$ cat src/rtl/vga_pkg.sv
// Pixel format definitions and per-format channel widths.
`timescale 1ns/1ps
package vga_pkg;

    typedef enum logic [1:0] {
        PIX_RGB565 = 2'd0,
        PIX_RGB555 = 2'd1,
        PIX_RGB444 = 2'd2,
        PIX_RGB332 = 2'd3
    } pix_fmt_e;

    // Red channel width for a packed format (0 marks an unknown format).
    function automatic int fmt_r_w(input pix_fmt_e f);
        case (f)
            PIX_RGB565: return 5;
            PIX_RGB555: return 5;
            PIX_RGB444: return 4;
            PIX_RGB332: return 3;
            default:    return 0;
        endcase
    endfunction

    // Green channel width for a packed format.
    function automatic int fmt_g_w(input pix_fmt_e f);
        case (f)
            PIX_RGB565: return 6;
            PIX_RGB555: return 5;
            PIX_RGB444: return 4;
            PIX_RGB332: return 3;
            default:    return 0;
        endcase
    endfunction

    // Blue channel width for a packed format.
    function automatic int fmt_b_w(input pix_fmt_e f);
        case (f)
            PIX_RGB565: return 5;
            PIX_RGB555: return 5;
            PIX_RGB444: return 4;
            PIX_RGB332: return 2;
            default:    return 0;
        endcase
    endfunction

    function automatic bit fmt_legal(input pix_fmt_e f);
        return (fmt_r_w(f) != 0) && (fmt_g_w(f) != 0) && (fmt_b_w(f) != 0);
    endfunction

endpackage

$ cat src/rtl/pix_chan_expand.sv
// Combinational expansion of one colour channel from IN_W to OUT_W bits,
// either by repeating the input bits MSB-first or by zero padding the LSBs.
`timescale 1ns/1ps
module pix_chan_expand #(
    parameter int IN_W  = 5,
    parameter int OUT_W = 8
) (
    input  logic [IN_W-1:0]  chan_i,
    input  logic             mode_i,
    output logic [OUT_W-1:0] chan_o
);

    if (IN_W < 1 || IN_W > OUT_W) begin : g_bad_width
        $error("pix_chan_expand: IN_W must be in 1..OUT_W");
    end

    logic [OUT_W-1:0] rep;
    logic [OUT_W-1:0] pad;

    // Output bit k from the MSB takes input bit (k mod IN_W) from the MSB.
    always_comb begin
        rep = '0;
        for (int k = 0; k < OUT_W; k++) begin
            rep[OUT_W-1-k] = chan_i[IN_W-1-(k % IN_W)];
        end
    end

    // Input channel in the MSBs, zeros below.
    always_comb begin
        pad = '0;
        pad[OUT_W-1 -: IN_W] = chan_i;
    end

    assign chan_o = mode_i ? pad : rep;

endmodule

$ cat src/rtl/pixel_expand_stream.sv
// Two-stage streaming pixel expander: S1 holds unpacked channels with their
// mode and sideband, S2 holds the expanded {R,G,B} word.
//
// Handshake: on both ports a beat transfers on a rising clk edge where valid
// and ready are both high. A producer holds valid and its payload until the
// transfer; ready may depend combinationally on downstream ready.
`timescale 1ns/1ps
module pixel_expand_stream
    import vga_pkg::*;
#(
    parameter pix_fmt_e IN_FMT = PIX_RGB565,
    parameter int       OUT_W  = 8
) (
    input  logic               clk_i,
    input  logic               rst_ni,
    input  logic               in_valid_i,
    output logic               in_ready_o,
    input  logic [15:0]        in_data_i,
    input  logic               in_sof_i,
    input  logic               in_eol_i,
    input  logic               expand_mode_i,
    output logic               out_valid_o,
    input  logic               out_ready_i,
    output logic [3*OUT_W-1:0] out_data_o,
    output logic               out_sof_o,
    output logic               out_eol_o
);

    localparam int R_W = fmt_r_w(IN_FMT);
    localparam int G_W = fmt_g_w(IN_FMT);
    localparam int B_W = fmt_b_w(IN_FMT);

    if (OUT_W != 8 && OUT_W != 10) begin : g_bad_out_w
        $error("pixel_expand_stream: OUT_W must be 8 or 10");
    end
    if (!fmt_legal(IN_FMT)) begin : g_bad_fmt
        $error("pixel_expand_stream: unsupported IN_FMT");
    end

    // Bits above the packed pixel are ignored by design.
    logic unused_in;
    assign unused_in = ^in_data_i;

    logic [R_W-1:0] in_r;
    logic [G_W-1:0] in_g;
    logic [B_W-1:0] in_b;
    assign in_b = in_data_i[0 +: B_W];
    assign in_g = in_data_i[B_W +: G_W];
    assign in_r = in_data_i[B_W+G_W +: R_W];

    logic           s1_valid_q, s1_valid_d;
    logic [R_W-1:0] s1_r_q, s1_r_d;
    logic [G_W-1:0] s1_g_q, s1_g_d;
    logic [B_W-1:0] s1_b_q, s1_b_d;
    logic           s1_mode_q, s1_mode_d;
    logic           s1_sof_q, s1_sof_d;
    logic           s1_eol_q, s1_eol_d;

    logic               s2_valid_q, s2_valid_d;
    logic [3*OUT_W-1:0] s2_data_q, s2_data_d;
    logic               s2_sof_q, s2_sof_d;
    logic               s2_eol_q, s2_eol_d;

    logic s1_en;
    logic s2_en;
    assign s2_en = !s2_valid_q || out_ready_i;
    assign s1_en = !s1_valid_q || s2_en;

    logic [OUT_W-1:0] exp_r, exp_g, exp_b;

    pix_chan_expand #(.IN_W(R_W), .OUT_W(OUT_W)) u_exp_r (
        .chan_i(s1_r_q), .mode_i(s1_mode_q), .chan_o(exp_r)
    );
    pix_chan_expand #(.IN_W(G_W), .OUT_W(OUT_W)) u_exp_g (
        .chan_i(s1_g_q), .mode_i(s1_mode_q), .chan_o(exp_g)
    );
    pix_chan_expand #(.IN_W(B_W), .OUT_W(OUT_W)) u_exp_b (
        .chan_i(s1_b_q), .mode_i(s1_mode_q), .chan_o(exp_b)
    );

    // Next state: each stage loads when enabled, otherwise holds its contents.
    always_comb begin
        s1_valid_d = s1_valid_q;
        s1_r_d     = s1_r_q;
        s1_g_d     = s1_g_q;
        s1_b_d     = s1_b_q;
        s1_mode_d  = s1_mode_q;
        s1_sof_d   = s1_sof_q;
        s1_eol_d   = s1_eol_q;
        s2_valid_d = s2_valid_q;
        s2_data_d  = s2_data_q;
        s2_sof_d   = s2_sof_q;
        s2_eol_d   = s2_eol_q;
        if (s1_en) begin
            s1_valid_d = in_valid_i;
            s1_r_d     = in_r;
            s1_g_d     = in_g;
            s1_b_d     = in_b;
            s1_mode_d  = expand_mode_i;
            s1_sof_d   = in_sof_i;
            s1_eol_d   = in_eol_i;
        end
        if (s2_en) begin
            s2_valid_d = s1_valid_q;
            s2_data_d  = {exp_r, exp_g, exp_b};
            s2_sof_d   = s1_sof_q;
            s2_eol_d   = s1_eol_q;
        end
    end

    // Stage registers; reset drops everything in flight.
    always_ff @(posedge clk_i) begin
        if (!rst_ni) begin
            s1_valid_q <= 1'b0;
            s1_r_q     <= '0;
            s1_g_q     <= '0;
            s1_b_q     <= '0;
            s1_mode_q  <= 1'b0;
            s1_sof_q   <= 1'b0;
            s1_eol_q   <= 1'b0;
            s2_valid_q <= 1'b0;
            s2_data_q  <= '0;
            s2_sof_q   <= 1'b0;
            s2_eol_q   <= 1'b0;
        end else begin
            s1_valid_q <= s1_valid_d;
            s1_r_q     <= s1_r_d;
            s1_g_q     <= s1_g_d;
            s1_b_q     <= s1_b_d;
            s1_mode_q  <= s1_mode_d;
            s1_sof_q   <= s1_sof_d;
            s1_eol_q   <= s1_eol_d;
            s2_valid_q <= s2_valid_d;
            s2_data_q  <= s2_data_d;
            s2_sof_q   <= s2_sof_d;
            s2_eol_q   <= s2_eol_d;
        end
    end

    assign in_ready_o  = s1_en;
    assign out_valid_o = s2_valid_q;
    assign out_data_o  = s2_data_q;
    assign out_sof_o   = s2_sof_q;
    assign out_eol_o   = s2_eol_q;

endmodule

$ cat config.mk
export PLATFORM = sky130hd
export DESIGN_NAME = pixel_expand_stream
export DESIGN_NICKNAME = d
export VERILOG_FILES = /design/src/rtl/vga_pkg.sv /design/src/rtl/pix_chan_expand.sv /design/src/rtl/pixel_expand_stream.sv
export SDC_FILE = /design/constraint.sdc
export NUM_CORES = 1
export LEC_CHECK = 0
export BUFFER_PORTS_ARGS = -buffer_cell sky130_fd_sc_hd__buf_2
export CAP_MARGIN = 30
export CORE_MARGIN = 4
export CORE_UTILIZATION = 55
export DETAILED_ROUTE_END_ITERATION = 7
export PLACE_DENSITY = 0.83
export SETUP_SLACK_MARGIN = 0.4
export SLEW_MARGIN = 10
export SYNTH_ARGS = -nofsm -noshare
export SYNTH_HDL_FRONTEND = slang
export SYNTH_SLANG_ARGS = --single-unit
$ cat constraint.sdc
create_clock -name clk_i -period 1.9 [get_ports clk_i]
set_clock_uncertainty 0.2 [all_clocks]
set_input_delay 0.095 -clock clk_i [delete_from_list [all_inputs] [get_ports clk_i]]
set_output_delay 0.095 -clock clk_i [all_outputs]
set_load 0.05 [all_outputs]
# After elaboration in Yosys (flattened, before gate mapping)
# Index checks and enable logic that the tools add are counted.
[classes]
muxes = 3
n_reduce_logical = 4
[op_table]
columns = ["op", "count"]
rows = [
  ["3-bit 2-to-1 mux", 2],
  ["1-bit zero test", 2],
  ["1-bit logical OR", 2],
  ["2-bit 2-to-1 mux", 1],
]
[totals]
in_bits = 23
word_cells = 18
register_bits = 47
output_inout_bits = 28

# Longest topological paths before layout
[depth]
depth_word = 3
ltp_mapped = 5
mapped_depth_nobuf = 4

# Cells and area by module
# Synthesis repeated with hierarchy kept, for this count alone.
[hier_totals]
hier_cells = 229
area_unflattened_um2 = 1941.9
[modules_own_cells]
columns = ["module", "n_inst", "seq_area_each_um2", "area_each_um2", "cells_per_inst"]
rows = [
  ["pixel_expand_stream", 1, 940.9, 1771.7, 205],
  ["pix_chan_expand (u_exp_b ...)", 2, 0.0, 56.3, 8],
  ["pix_chan_expand (u_exp_g)", 1, 0.0, 57.6, 8],
]

# Worst setup path after synthesis
# Ideal clock, no wire load.
[synth_timing]
kind = "register to register"
start = "register s2_valid_q (netlist: out_valid_o)"
end = "register s1_b_q[0]"
slack_ns = 0.309
setup_ns = 0.113
stages_incl_launch_ff = 6
period_less_slack_ns = 1.591
arrival_ns = 1.277
path_buffers = 1
required_time_ns = 1.587
cell_sequence = "dfxtp_1 -> and3b_2 -> inv_2 -> buf_4 -> nand3_1 -> nand2_1"
[synth_between]
elab_chain_len = 3
[synth_lines]
columns = ["element", "line", "text"]
rows = [
  ["from (decl)", "pixel_expand_stream.sv:59", "logic s2_valid_q, s2_valid_d;"],
  ["from (signal assigned)", "pixel_expand_stream.sv:133", "s2_valid_q <= s2_valid_d;"],
  ["1-bit zero test", "pixel_expand_stream.sv:66", "assign s2_en = !s2_valid_q || out_ready_i;"],
  ["1-bit logical OR", "pixel_expand_stream.sv:66", ""],
  ["1-bit logical OR", "pixel_expand_stream.sv:67", "assign s1_en = !s1_valid_q || s2_en;"],
  ["net in_ready_o", "pixel_expand_stream.sv:17", "output logic in_ready_o,"],
  ["to (signal assigned)", "pixel_expand_stream.sv:117", "s1_b_q <= '0;"],
  ["to (signal assigned)", "pixel_expand_stream.sv:129", "s1_b_q <= s1_b_d;"],
  ["to (decl)", "pixel_expand_stream.sv:54", "logic [B_W-1:0] s1_b_q, s1_b_d;"],
]
# The timed path passes the listed nets, and every way through them passes these cells.
# A chain may end at the register's enable or synchronous reset.

# Worst setup path in the final report
[layout_timing]
start = "register s2_valid_q (netlist: out_valid_o)"
end = "output port in_ready_o"
[layout_between]
elab_chain_len = 3
[layout_lines]
columns = ["element", "line"]
rows = [
  ["1-bit zero test", "pixel_expand_stream.sv:66"],
  ["1-bit logical OR", "pixel_expand_stream.sv:66"],
  ["1-bit logical OR", "pixel_expand_stream.sv:67"],
  ["to (decl)", "pixel_expand_stream.sv:17"],
]
# Every way passes these cells.

==> reports/metrics.cfg <==
[run_status]
status = completed

[detailed_routing]
vias = 1617
postRouteWirelength_mm = 4.137
wl_per_cell_um = 12.93
drc_errors = 0
ant_nets = 0
drt_iter0_markers = 92
routed_via_density = 5.053
dr.pass1.iters = 4

[final_layout]
area_growth_pct = 30.90
num_antenna_cells = 0
nets = 298
stdcell_area_mm2 = 0.002427
nFillCells = 221
layout-drive-gt1-share_pct = 31.16

[synthesis]
ys_types = 17
yosysSeqAreaShare_pct = 50.74
avgSynthCellArea_um2 = 9.045
syn-instance-count = 205
yosysWarningCount = 0
synth-seq-cells = 47
synth_fp_nets = 228
synth_area_mm2 = 0.001854

[die]
fp-row-count = 20
initial_utilization_pct = 59.28
die_x_um = 66.07
core_mm2 = 0.003128
fp.dieH_um = 66.07
num_io_pins = 51
dieArea_mm2 = 0.004365

[clock_tree]
clkLatencyLatePin_ns = 0.35
cts_made_buffers = 5
path_clk_slew_ns = 0.14
h-tree-depth = 2
cts-root-buf = clkbuf_4
cts_sinks = 47
cts_tree = yes
cts_buffer_depth = 2

[sta]
timing.final.ws_setup_ns = 0.4538
max_freq_mhz = 691.4
slew_headroom_pct = 74.84
period_minus_slack_ns = 1.446
timing.hold.ws_ns = 0.09481
final-hold-violation-count = 0
tns_ns = 0
finalCritPeriodShare_pct = 76.12
tightest_slew_ns = 0.3774
setup_viol = 0
rsz0062_at_grt = false
slew_violations = 0

[worst_setup_path]
worstSetupPathType = reg2out
arrival_ns = 1.15
reg2reg_depth = 6
startpoint_type = register
required_ns = 1.60
critPathMaxFanout = 4
worstSetupEndpointType = output port

[grt]
grt_antenna_before_repair = 0
grt_use_total_pct = 20.21
grt_pass1_vias = 1550
grt_pass1_wl_mm = 6.755
gr-total-overflow = 0
grt_max_degree = 27

[placed_design]
dpl_cell_area_mm2 = 0.002088
dpl_worst_slack_ns = 0.5387
portBuffers = 50
place.gp.congestion = 0.7442
dp.final_hpwl_mm = 2.572

[power_and_ir_drop]
leakage_uw = 0.001109
ir_drop_mv = 0.7199
powerDensity_mw_per_mm2 = 853.3

[min_path]
whs_path_depth = 4
min_path_type = in2reg

[flow_run]
drv_cap = 0

-- worst max-delay path, cell delays in order, from the launching register on --
cell	delay [ns]
dfxtp_2	0.35
and3b_2	0.23
inv_4	0.08
buf_8	0.14
-- synth_stat cells, drive strengths merged --
| master | number | area share, % |
|---|---|---|
| a21boi | 26 | 14 |
| and2b | 1 | 0.41 |
| and3b | 1 | 0.54 |
| buf | 15 | 6.3 |
| clkbuf | 2 | 0.41 |
| dfxtp | 47 | 51 |
| inv | 1 | 0.20 |
| nand2 | 63 | 13 |
| nand2b | 1 | 0.34 |
| nand3 | 38 | 10 |
| nand3b | 8 | 3.2 |
| o21a | 2 | 0.81 |
-- through the flow --
step	power [uW]	std cells	util, %
6_report	2071	320	77.60
4_1_cts	2080	320	77.60
3_3_place_gp	1334	289	66.76
3_5_place_dp	1339	289	66.76
5_1_grt	2147	320	77.60
2_1_floorplan	1276	205	-
-- cell type report --
class                      count  area (um^2)  share of cell area, %
clock buffer                   6        41.29                  1.701
sequential                    47        942.2                  38.81
inverter                       1        6.256                 0.2577
multi-input combinational    140        784.5                  32.32
timing repair buffer          80        538.0                  22.16
clock inverter                 2        60.06                  2.474
tap                           44        55.05                  2.268
-- cells by family after synthesis --
kind of cell / count (synthesis) / share of synthesized area (%)
simple gates: 112 / 27.53
buf+inv: 18 / 6.950
compound gates: 28 / 14.78
flops: 47 / 50.74
-- final timing paths --
path / from / to / slack, ns
worst min register to register: out_data_o[23]$_SDFFE_PN0P_ / out_data_o[23]$_SDFFE_PN0P_ / 0.26
worst max-delay path: out_valid_o$_SDFFE_PN0P_ / in_ready_o / 0.45
worst min-delay path: out_ready_i / out_data_o[18]$_SDFFE_PN0P_ / 0.09
worst max register to register: out_valid_o$_SDFFE_PN0P_ / s1_sof_q$_SDFFE_PN0P_ / 0.53
-- cell usage in the layout (no fill, tap or decap), types with 2 or more instances in the layout --
cell           instances
a21boi_1               6
buf_4                  9
dlygate4sd3_1         21
buf_2                 49
clkbuf_4               5
a21boi_0               3
a21boi_2              17
nand3b_1               8
nand3_1               38
dfxtp_1               46
nand2_1               63
bufinv_16              2
o21a_1                 2
-- sequential cells by signal, indices dropped and copies added, names as in the netlist --
name,cells
s1_mode_q,1
out_eol_o,1
s1_valid_q,1
out_valid_o,1
s1_sof_q,1
s1_b_q,5
out_data_o,24
s1_r_q,5
s1_eol_q,1
out_sof_o,1
s1_g_q,6
-- report_power, final --
part | switching, uW | internal (uW)
clock network | 307 | 411
logic | 176 | 113
registers | 29.4 | 1040
total | 512 | 1560
-- metal layers --
layer	vias up	part of all wire (%)	track usage (%)
met1	742	43	24.28
met3	6	6.2	4.592
met4	0	1.3	5.584
li1	817	-	-
met2	52	49	35.92
met5	-	0	0
-- timing repair --
item | 4_1_cts | 5_1_grt
hold buffers | 21 | 0
hold endpoints to repair | 29 | 0
endpoints found under the setup margin | 1 | 0
resized for setup | 4 | 0
setup buffers | 2 | 0
Note: power is estimated with default switching activity, not from simulation.
